## config.mk

```make
export PLATFORM = sky130hd
export DESIGN_NAME = platform_field
export DESIGN_NICKNAME = d
export VERILOG_FILES = /design/src/rtl/doodle_pkg.sv /design/src/rtl/lfsr16.sv /design/src/rtl/platform_field.sv
export SDC_FILE = /design/constraint.sdc
export NUM_CORES = 1
export LEC_CHECK = 0
export ABC_AREA = 0
export CORE_MARGIN = 10
export CORE_UTILIZATION = 55
export DETAILED_ROUTE_END_ITERATION = 16
export PLACE_DENSITY = 0.89
export SLEW_MARGIN = 20
export SYNTH_ARGS = -nofsm -noshare
export SYNTH_HDL_FRONTEND = slang
export SYNTH_SLANG_ARGS = --single-unit
```

## constraint.sdc

```tcl
create_clock -name Clk -period 5.8 [get_ports Clk]
set_clock_uncertainty 0.15 [all_clocks]
set_input_delay 0.87 -clock Clk [delete_from_list [all_inputs] [get_ports Clk]]
set_output_delay 0.87 -clock Clk [all_outputs]
set_load 0.005 [all_outputs]
```

## src/rtl/doodle_pkg.sv

```systemverilog
// Shared screen geometry, LFSR feedback mask and the platform-manager FSM states.
package doodle_pkg;

    localparam int unsigned ScreenW  = 640;
    localparam int unsigned ScreenH  = 480;
    localparam int unsigned PlatW    = 40;
    localparam int unsigned PlatH    = 8;
    localparam logic [15:0] LfsrMask = 16'hB400;

    typedef enum logic [2:0] {
        StIdle,
        StScroll,
        StRecycle,
        StCollide,
        StDone
    } state_e;

endpackage

```

## src/rtl/lfsr16.sv

```systemverilog
// 16-bit Galois LFSR that advances once per enabled cycle; shared with the colour mapper.
module lfsr16
    import doodle_pkg::*;
#(
    parameter logic [15:0] SEED = 16'hACE1,
    parameter logic [15:0] MASK = LfsrMask
) (
    input  logic        clk,
    input  logic        rst_n,
    input  logic        en,
    output logic [15:0] state
);

    logic [15:0] state_q;
    logic [15:0] state_d;

    always_comb begin
        state_d = state_q;
        if (en) begin
            state_d = state_q[0] ? ((state_q >> 1) ^ MASK) : (state_q >> 1);
        end
    end

    always_ff @(posedge clk) begin
        if (!rst_n) begin
            state_q <= SEED;
        end else begin
            state_q <= state_d;
        end
    end

    assign state = state_q;

endmodule

```

## src/rtl/platform_field.sv

```systemverilog
// Platform slot manager: per-frame scroll, recycle to the top at random X, landing search
// and saturating height score.
module platform_field
    import doodle_pkg::*;
#(
    parameter int unsigned NUM_PLATS = 15,
    parameter int unsigned X_W       = 10,
    parameter int unsigned Y_W       = 10,
    parameter int unsigned SCREEN_W  = ScreenW,
    parameter int unsigned SCREEN_H  = ScreenH,
    parameter int unsigned PLAT_W    = PlatW,
    parameter int unsigned PLAT_H    = PlatH,
    parameter int unsigned SPAWN_GAP = 32,
    parameter int unsigned DOODLE_W  = 32,
    parameter logic [15:0] LFSR_SEED = 16'hACE1
) (
    input  logic                     Clk,
    input  logic                     Reset_n,
    input  logic                     frame_clk,
    input  logic [7:0]               scroll_amt,
    input  logic [X_W-1:0]           doodle_x,
    input  logic [Y_W-1:0]           doodle_bot,
    input  logic                     doodle_falling,
    output logic [NUM_PLATS*X_W-1:0] plat_x,
    output logic [NUM_PLATS*Y_W-1:0] plat_y,
    output logic                     busy,
    output logic                     frame_done,
    output logic                     land,
    output logic [4:0]               land_idx,
    output logic [Y_W-1:0]           land_y,
    output logic [15:0]              score,
    output logic                     overrun
);

    localparam int unsigned IdxW      = (NUM_PLATS > 1) ? $clog2(NUM_PLATS) : 1;
    localparam int unsigned XW1       = X_W + 1;
    localparam int unsigned YW1       = Y_W + 1;
    localparam int unsigned XSpan     = SCREEN_W - PLAT_W + 1;
    localparam int unsigned MaxScroll = SPAWN_GAP / 2;

    logic [X_W-1:0]  plat_x_q [NUM_PLATS];
    logic [Y_W-1:0]  plat_y_q [NUM_PLATS];
    logic [2:0]      sync_q;
    logic            tick;
    state_e          state_q, state_d;
    logic [IdxW-1:0] idx_q;
    logic            last_idx;
    logic [7:0]      scroll_q;
    logic [15:0]     score_q;
    logic [16:0]     score_sum;
    logic            overrun_q;
    logic            hit_found_q;
    logic [4:0]      land_idx_q;
    logic [Y_W-1:0]  land_y_q;
    logic [15:0]     lfsr;
    logic [X_W-1:0]  rand_r, rand_x;
    logic [X_W-1:0]  cur_x;
    logic [Y_W-1:0]  cur_y;
    logic            hit;
    logic            unused_lfsr;

    lfsr16 #(
        .SEED (LFSR_SEED),
        .MASK (LfsrMask)
    ) u_lfsr (
        .clk   (Clk),
        .rst_n (Reset_n),
        .en    (1'b1),
        .state (lfsr)
    );

    assign unused_lfsr = ^lfsr[15:X_W];

    // sync_q[1:0] is the synchroniser, sync_q[2] holds the previous value for edge detect.
    assign tick     = sync_q[1] & ~sync_q[2];
    assign last_idx = (idx_q == IdxW'(NUM_PLATS - 1));

    assign rand_r = lfsr[X_W-1:0];
    assign rand_x = (rand_r >= X_W'(XSpan)) ? (rand_r - X_W'(XSpan)) : rand_r;

    assign cur_x = plat_x_q[idx_q];
    assign cur_y = plat_y_q[idx_q];

    assign hit = doodle_falling
        && (({1'b0, doodle_x} + XW1'(DOODLE_W)) > {1'b0, cur_x})
        && ({1'b0, doodle_x} < ({1'b0, cur_x} + XW1'(PLAT_W)))
        && ({1'b0, cur_y} <= {1'b0, doodle_bot})
        && ({1'b0, doodle_bot} <= ({1'b0, cur_y} + YW1'(PLAT_H)));

    assign score_sum = {1'b0, score_q} + 17'(scroll_q);

    always_ff @(posedge Clk) begin
        if (!Reset_n) begin
            state_q <= StIdle;
        end else begin
            state_q <= state_d;
        end
    end

    always_comb begin
        state_d = state_q;
        unique case (state_q)
            StIdle:    if (tick) state_d = StScroll;
            StScroll:  state_d = StRecycle;
            StRecycle: if (last_idx) state_d = StCollide;
            StCollide: if (last_idx) state_d = StDone;
            StDone:    state_d = StIdle;
            default:   state_d = StIdle;
        endcase
    end

    always_comb begin
        busy       = (state_q != StIdle);
        frame_done = (state_q == StDone);
        land       = (state_q == StDone) && hit_found_q;
    end

    always_ff @(posedge Clk) begin
        if (!Reset_n) begin
            for (int i = 0; i < NUM_PLATS; i++) begin
                plat_x_q[i] <= X_W'((i * 97) % XSpan);
                plat_y_q[i] <= Y_W'(SCREEN_H - PLAT_H - i * SPAWN_GAP);
            end
            sync_q      <= '0;
            idx_q       <= '0;
            scroll_q    <= '0;
            score_q     <= '0;
            overrun_q   <= 1'b0;
            hit_found_q <= 1'b0;
            land_idx_q  <= '0;
            land_y_q    <= '0;
        end else begin
            sync_q <= {sync_q[1:0], frame_clk};
            if (tick && (state_q != StIdle)) begin
                overrun_q <= 1'b1;
            end
            case (state_q)
                StIdle: begin
                    if (tick) begin
                        scroll_q    <= (scroll_amt > 8'(MaxScroll)) ? 8'(MaxScroll) : scroll_amt;
                        hit_found_q <= 1'b0;
                        idx_q       <= '0;
                    end
                end
                StScroll: begin
                    for (int i = 0; i < NUM_PLATS; i++) begin
                        plat_y_q[i] <= Y_W'({1'b0, plat_y_q[i]} + YW1'(scroll_q));
                    end
                    score_q <= score_sum[16] ? 16'hFFFF : score_sum[15:0];
                end
                StRecycle: begin
                    // Subtracting exactly SCREEN_H keeps the slot pitch intact modulo the screen.
                    if ({1'b0, cur_y} >= YW1'(SCREEN_H)) begin
                        plat_y_q[idx_q] <= cur_y - Y_W'(SCREEN_H);
                        plat_x_q[idx_q] <= rand_x;
                    end
                    idx_q <= last_idx ? '0 : idx_q + IdxW'(1);
                end
                StCollide: begin
                    if (hit && !hit_found_q) begin
                        hit_found_q <= 1'b1;
                        land_idx_q  <= 5'(idx_q);
                        land_y_q    <= cur_y;
                    end
                    idx_q <= last_idx ? '0 : idx_q + IdxW'(1);
                end
                default: begin
                end
            endcase
        end
    end

    for (genvar g = 0; g < NUM_PLATS; g++) begin : g_flat
        assign plat_x[g*X_W +: X_W] = plat_x_q[g];
        assign plat_y[g*Y_W +: Y_W] = plat_y_q[g];
    end

    assign land_idx = land_idx_q;
    assign land_y   = land_y_q;
    assign score    = score_q;
    assign overrun  = overrun_q;

endmodule

```

# Word-level counts from Yosys, hierarchy flattened
# Memory sizes are Yosys's and may differ from the RTL's. A register that Yosys moved wholly into a read port is not among the register bits.
# Index checks and enable logic that the tools add are counted.
# classes
add_sub_neg	22
order_cmp	7
n_eq_ne	9
n_mux	47
n_bitwise	18
n_reduce_logical	20
# op_table
cell	count
10-bit two-way mux	18
10-bit by 8-bit adder with 10-bit output	15
16-bit two-way mux	2
4-bit two-way mux	8
10-bit by 6-bit adder with 11-bit output, second input constant	2
10-bit OR reduction	2
16-bit by 8-bit adder with 17-bit output	1
1-bit bitwise OR	15
1-bit two-way mux	12
3-bit case mux with 4 select lines	1
10-bit by 4-bit adder with 11-bit output, second input constant	1
11-bit by 10-bit > comparator with 1-bit output	1
10-bit by 11-bit less-or-equal comparator with 1-bit output	1
10-bit by 11-bit < comparator with 1-bit output	1
10-bit greater-or-equal comparator, second input constant	1
10-bit by 9-bit greater-or-equal comparator with 1-bit output, second input constant	1
10-bit less-or-equal comparator	1
10-bit subtractor, second input constant	1
10-bit by 9-bit subtractor with 10-bit output, second input constant	1
3-bit two-way mux	3
8-bit by 5-bit > comparator with 1-bit output, second input constant	1
8-bit two-way mux	1
2-bit != test, second input constant	4
4-bit case mux with 2 select lines	1
17 further kinds	28
# word_totals
regBits	66
mem_bits_rw	300
inputBits	32
wordCells	135
mem_count	2
# mem_list
name	words	word_bits	read_ports	rd_clocked_by_memory_dff	write_ports	line_no	text
plat_x_q	15	10	16	1	15	platform_field.sv:41	logic [X_W-1:0] plat_x_q [NUM_PLATS];
plat_y_q	15	10	16	1	15	platform_field.sv:42	logic [Y_W-1:0] plat_y_q [NUM_PLATS];

# Depth between registers and ports, before layout
# depth
depth_word	9
mapped_depth	22
ltp_nobuf	16

# Modules after synthesis
# A second synthesis with hierarchy kept.
# hier_totals
hier_cells	2088
hier_area_um2	23622.7
# modules_own_cells
module	n_inst	cells_each	area_each_um2
platform_field	1	2032	22990.8
lfsr16	1	56	631.9

# Worst setup path after synthesis
# OpenSTA, ideal clock, no wires.
# synth_path
path_kind	reg2reg
startpoint	reg (tool-made name)
endpoint	reg land_idx_q[0], in the netlist land_idx[0]
setup_time_ns	0.119
t_arrival_ns	4.420
t_required_ns	5.531
setup_slack_ns	1.111
stages_incl_launch_ff	20
period_less_slack_ns	4.689
cell_sequence	dfxtp_1 buf_6 buf_12 buf_2 buf_1 buf_2 mux4_2 mux4_2 inv_1 ha_1 nor2b_1 o21ai_0 a21oi_1 o31ai_1 a21o_1 a32oi_1 and3_1 buf_6 buf_6 mux2i_1
# synth_rtl
element	line_no	text
to (signal assigned)	platform_field.sv:162	land_idx_q <= 5'(idx_q);
to (decl)	platform_field.sv:53	logic [4:0] land_idx_q;

==> metrics.csv <==
stage,metric,value,unit
run_status,outcome,finished clean,
die,Die Ht,226.1,um
setup_path,CP Capture Type,register,
power,Pwr Density,236.2,mW/mm^2
setup_path,critical path cell sequence,buf_12 > mux4_1 > mux4_2 > ha_1 > xor2_1 > ha_1 > a21o_1 > a211oi_1 > a21o_1 > a211o_1 > and3_1 > mux2i_1,
drt,Post-DRT Antenna Nets,0,
die,Top Ports,367,
setup_path,worst-case reg-to-reg path depth,12,
place,number of I/O port buffers,365,
setup_path,"slowest stage delay, CP",0.74,ns
logic_synthesis,"Seq/Total Area, Yosys",47.11,%
logic_synthesis,Main synth FF type,edfxtp_1,
cts,"CTS clk-pin slew, worst paths",0.06,ns
logic_synthesis,"Avg Cell Area, Syn",11.36,sq um
logic_synthesis,Post-synth ARST share,0,%
grt,first-pass GRT wire length,130.1,mm
logic_synthesis,register bit total from synthesis,390,
drt,DRC viols,0,
layout,ratio of cells with drive above 1 in the final layout,9.522,%
grt,vias in the first global route,20140,
cts,clock sink count,390,
layout,most frequent cells in the layout,"clkdlybuf4s50_1 (364), edfxtp_1 (320), nand2_1 (195)",
cts,cts hold-fix bufs,0,
timing,period utilization,87.84,%
timing,Hold Slack,0.2682,ns
layout,cell area after layout,0.02898,sq mm
grt,largest net degree at the start of global routing,81,
power,Pint,5.059,mW
cts,Inserted Clock Buffers,42,
worst_hold_path,hold path cells,1,
power,Static Leak,11.01,nW
logic_synthesis,Synth area leaders,"edfxtp_1 (41%), ha_1 (9.2%), mux4_2 (8.0%)",
logic_synthesis,Yosys top cell by area,edfxtp_1,
timing,RSZ-0062 raised after global routing,no,
drt,Routed WL,89.52,mm
place,DP HPWL,66.64,mm
logic_synthesis,Post-synth EDFFs,320,
power,clock power share,40.9,%
cts,TritonCTS clock tree,built,
timing,pins over their slew limit,0,
die,Die ar.,0.05113,sq mm
power,combinational share of power,11.9,%
power,total power,6.846,mW
timing,Max Clk Rate,196.3,MHz
run,max cap viols,0,
setup_path,WS Path Type,register to register,
drt,drt wl/cell,30.17,um
drt,Iteration-0 DRC Markers,3283,
grt,initial antenna violation count,4,
drt,via count,20300,
cts,Post-CTS Resized,0,
place,dpl cells,2891,
layout,filler instances,2842,
setup_path,CP Max Fanout,40,
setup_path,Crit-path slowest cell,and3_1,
drt,Vias/cell,6.842,
power,Switching Share,26.10,%
logic_synthesis,Post-Syn Area,0.02337,sq mm
die,Initial Utilization,55.71,%
logic_synthesis,Syn Nets,2277,
drt,DR pass1 iterations,8,
layout,Layout area overhead,24.02,%
logic_synthesis,Netlist cell types,64,
setup_path,crit path DAT,5.43,ns
setup_path,CP required,6.14,ns
cts,Root Buffer,clkbuf_16,
place,Placed Instance Area,0.02758,sq mm
layout,"commonest non-fill, non-tap cell in the layout",clkdlybuf4s50_1,
cts,post-CTS setup buffers,0,
worst_hold_path,Hold Crit Class,register to register,
cts,Skew-Pair Late Insertion Delay,0.60,ns
timing,Tmin final,5.095,ns
logic_synthesis,post-synth top area share,41.12,%
logic_synthesis,Mapped Cells,2058,
die,Core ar.,0.04195,sq mm
cts,clk buf depth,3,
timing,Slew HR,12.43,%
place,GPL Wtd Cong,1.050,
grt,grt total ovfl,0,
timing,Worst Tran Pin Value,1.312,ns
layout,"Cell Count, Final, Fillers Out",2967,
setup_path,startpoint types,register,
power,VDD IR max,211.4,uV
grt,Tot GR Track Use,34.24,%
cts,H-tree depth,2,
power,Sequential Power Share,47.2,%
logic_synthesis,Yosys Warn Count,0,
timing,setup TNS,0,ns
die,die width,226.1,um
layout,Final nets,2615,
timing,Final Hold Viols,0,
timing,# setup viols final,0,
die,Core Rows,75,
power,NetSw,1.786,mW
[final cells by class]
| class | instances | area [sq um] | share of cell area, % |
|---|---|---|---|
| inverters | 107 | 401.6 | 1.386 |
| multi-input cells | 1445 | 11470 | 39.58 |
| clock inverters | 24 | 284.0 | 0.9800 |
| diodes | 2 | 5.005 | 0.01727 |
| well taps | 539 | 674.4 | 2.327 |
| flip-flops and latches | 390 | 11020 | 38.03 |
| clock buffers | 50 | 1111 | 3.834 |
| repair buffers | 410 | 4014 | 13.85 |
[power groups by stage]
stage	clock network, mW	registers, mW	logic (mW)
2_1_floorplan	0	3.22	0.433
3_5_place_dp	0	3.28	0.785
4_1_cts	2.79	3.22	0.794
6_report	2.80	3.23	0.814
3_3_place_gp	0	3.28	0.763
5_1_grt	2.89	3.23	0.863
[synthesized netlist by cell type, drive strengths merged, types with 29 or more instances]
master	count
ha	171
buf	31
o21bai	51
a21oi	127
clkbuf	85
xnor2	88
nor2	143
a21o	48
o21ai	90
nand2	197
inv	107
nor3	29
a22oi	48
mux4	92
o22ai	38
nand3	68
dfxtp	70
xor2	65
edfxtp	320
[layer usage]
layer  global-route usage [%]  vias up  share of wire [%]
met3                    11.58      391                 16
met1                    41.70     9742                 33
met2                    52.22     1845                 44
met4                    20.06        6                6.3
met5                        0        -              0.050
li1                         -     8317                  -
[kinds of logic (layout without fill, tap and decap cells)]
kind of cell / count (synthesis) / in the layout / share of synthesized area [%]
buffers and inverters: 223 / 591 / 3.978
AO/OA/AOI/OAI: 469 / 469 / 12.80
flip-flops: 390 / 390 / 47.11
adder cells (fa/ha/maj): 187 / 187 / 10.53
XOR/XNOR: 153 / 153 / 5.734
multiplexers: 111 / 111 / 9.846
other: 1 / 3 / 0.01605
AND/OR/NAND/NOR: 524 / 524 / 9.985
[path summary, 6_finish.rpt]
path	from	slack [ns]	to
setup / recovery	register	0.71	land_y[9]$_SDFFE_PN0P_
hold / removal	u_lfsr.state[12]$_SDFF_PN0_	0.27	u_lfsr.state[11]$_SDFF_PN1_
hold reg to reg	u_lfsr.state[12]$_SDFF_PN0_	0.27	u_lfsr.state[11]$_SDFF_PN1_
setup reg to reg	register	0.71	land_y[9]$_SDFFE_PN0P_
[through the flow]
step | setup slack, ns | utilization, %
6_report | 0.7054 | 69.09
3_5_place_dp | 0.7705 | 65.75
5_1_grt | 0.4349 | 69.08
4_1_cts | 0.6915 | 69.08
2_1_floorplan | 1.111 | -
3_3_place_gp | 0.9654 | 65.75
[state kept, by name, summed over array words and instances, names as in the netlist, named ones only]
name          count
hit_found_q       1
idx_q             4
land_idx          4
land_y           10
overrun           1
plat_x_q        160
plat_y_q        160
score            16
scroll_q          8
state_q           3
sync_q            3
u_lfsr.state     16
[worst max-delay path: cells and delay by family, from the launching register on]
kind,cells,cell delay (ns)
DFF,1,0.66
adders and majority gates,2,0.53
AOI/OAI and AO/OA,4,0.83
xor gates and xnor gates,1,0.17
muxes,3,1.50
buffers and inverters,1,0.38
and+or+nand+nor,1,0.74
Note: power is estimated with default switching activity, not from simulation.
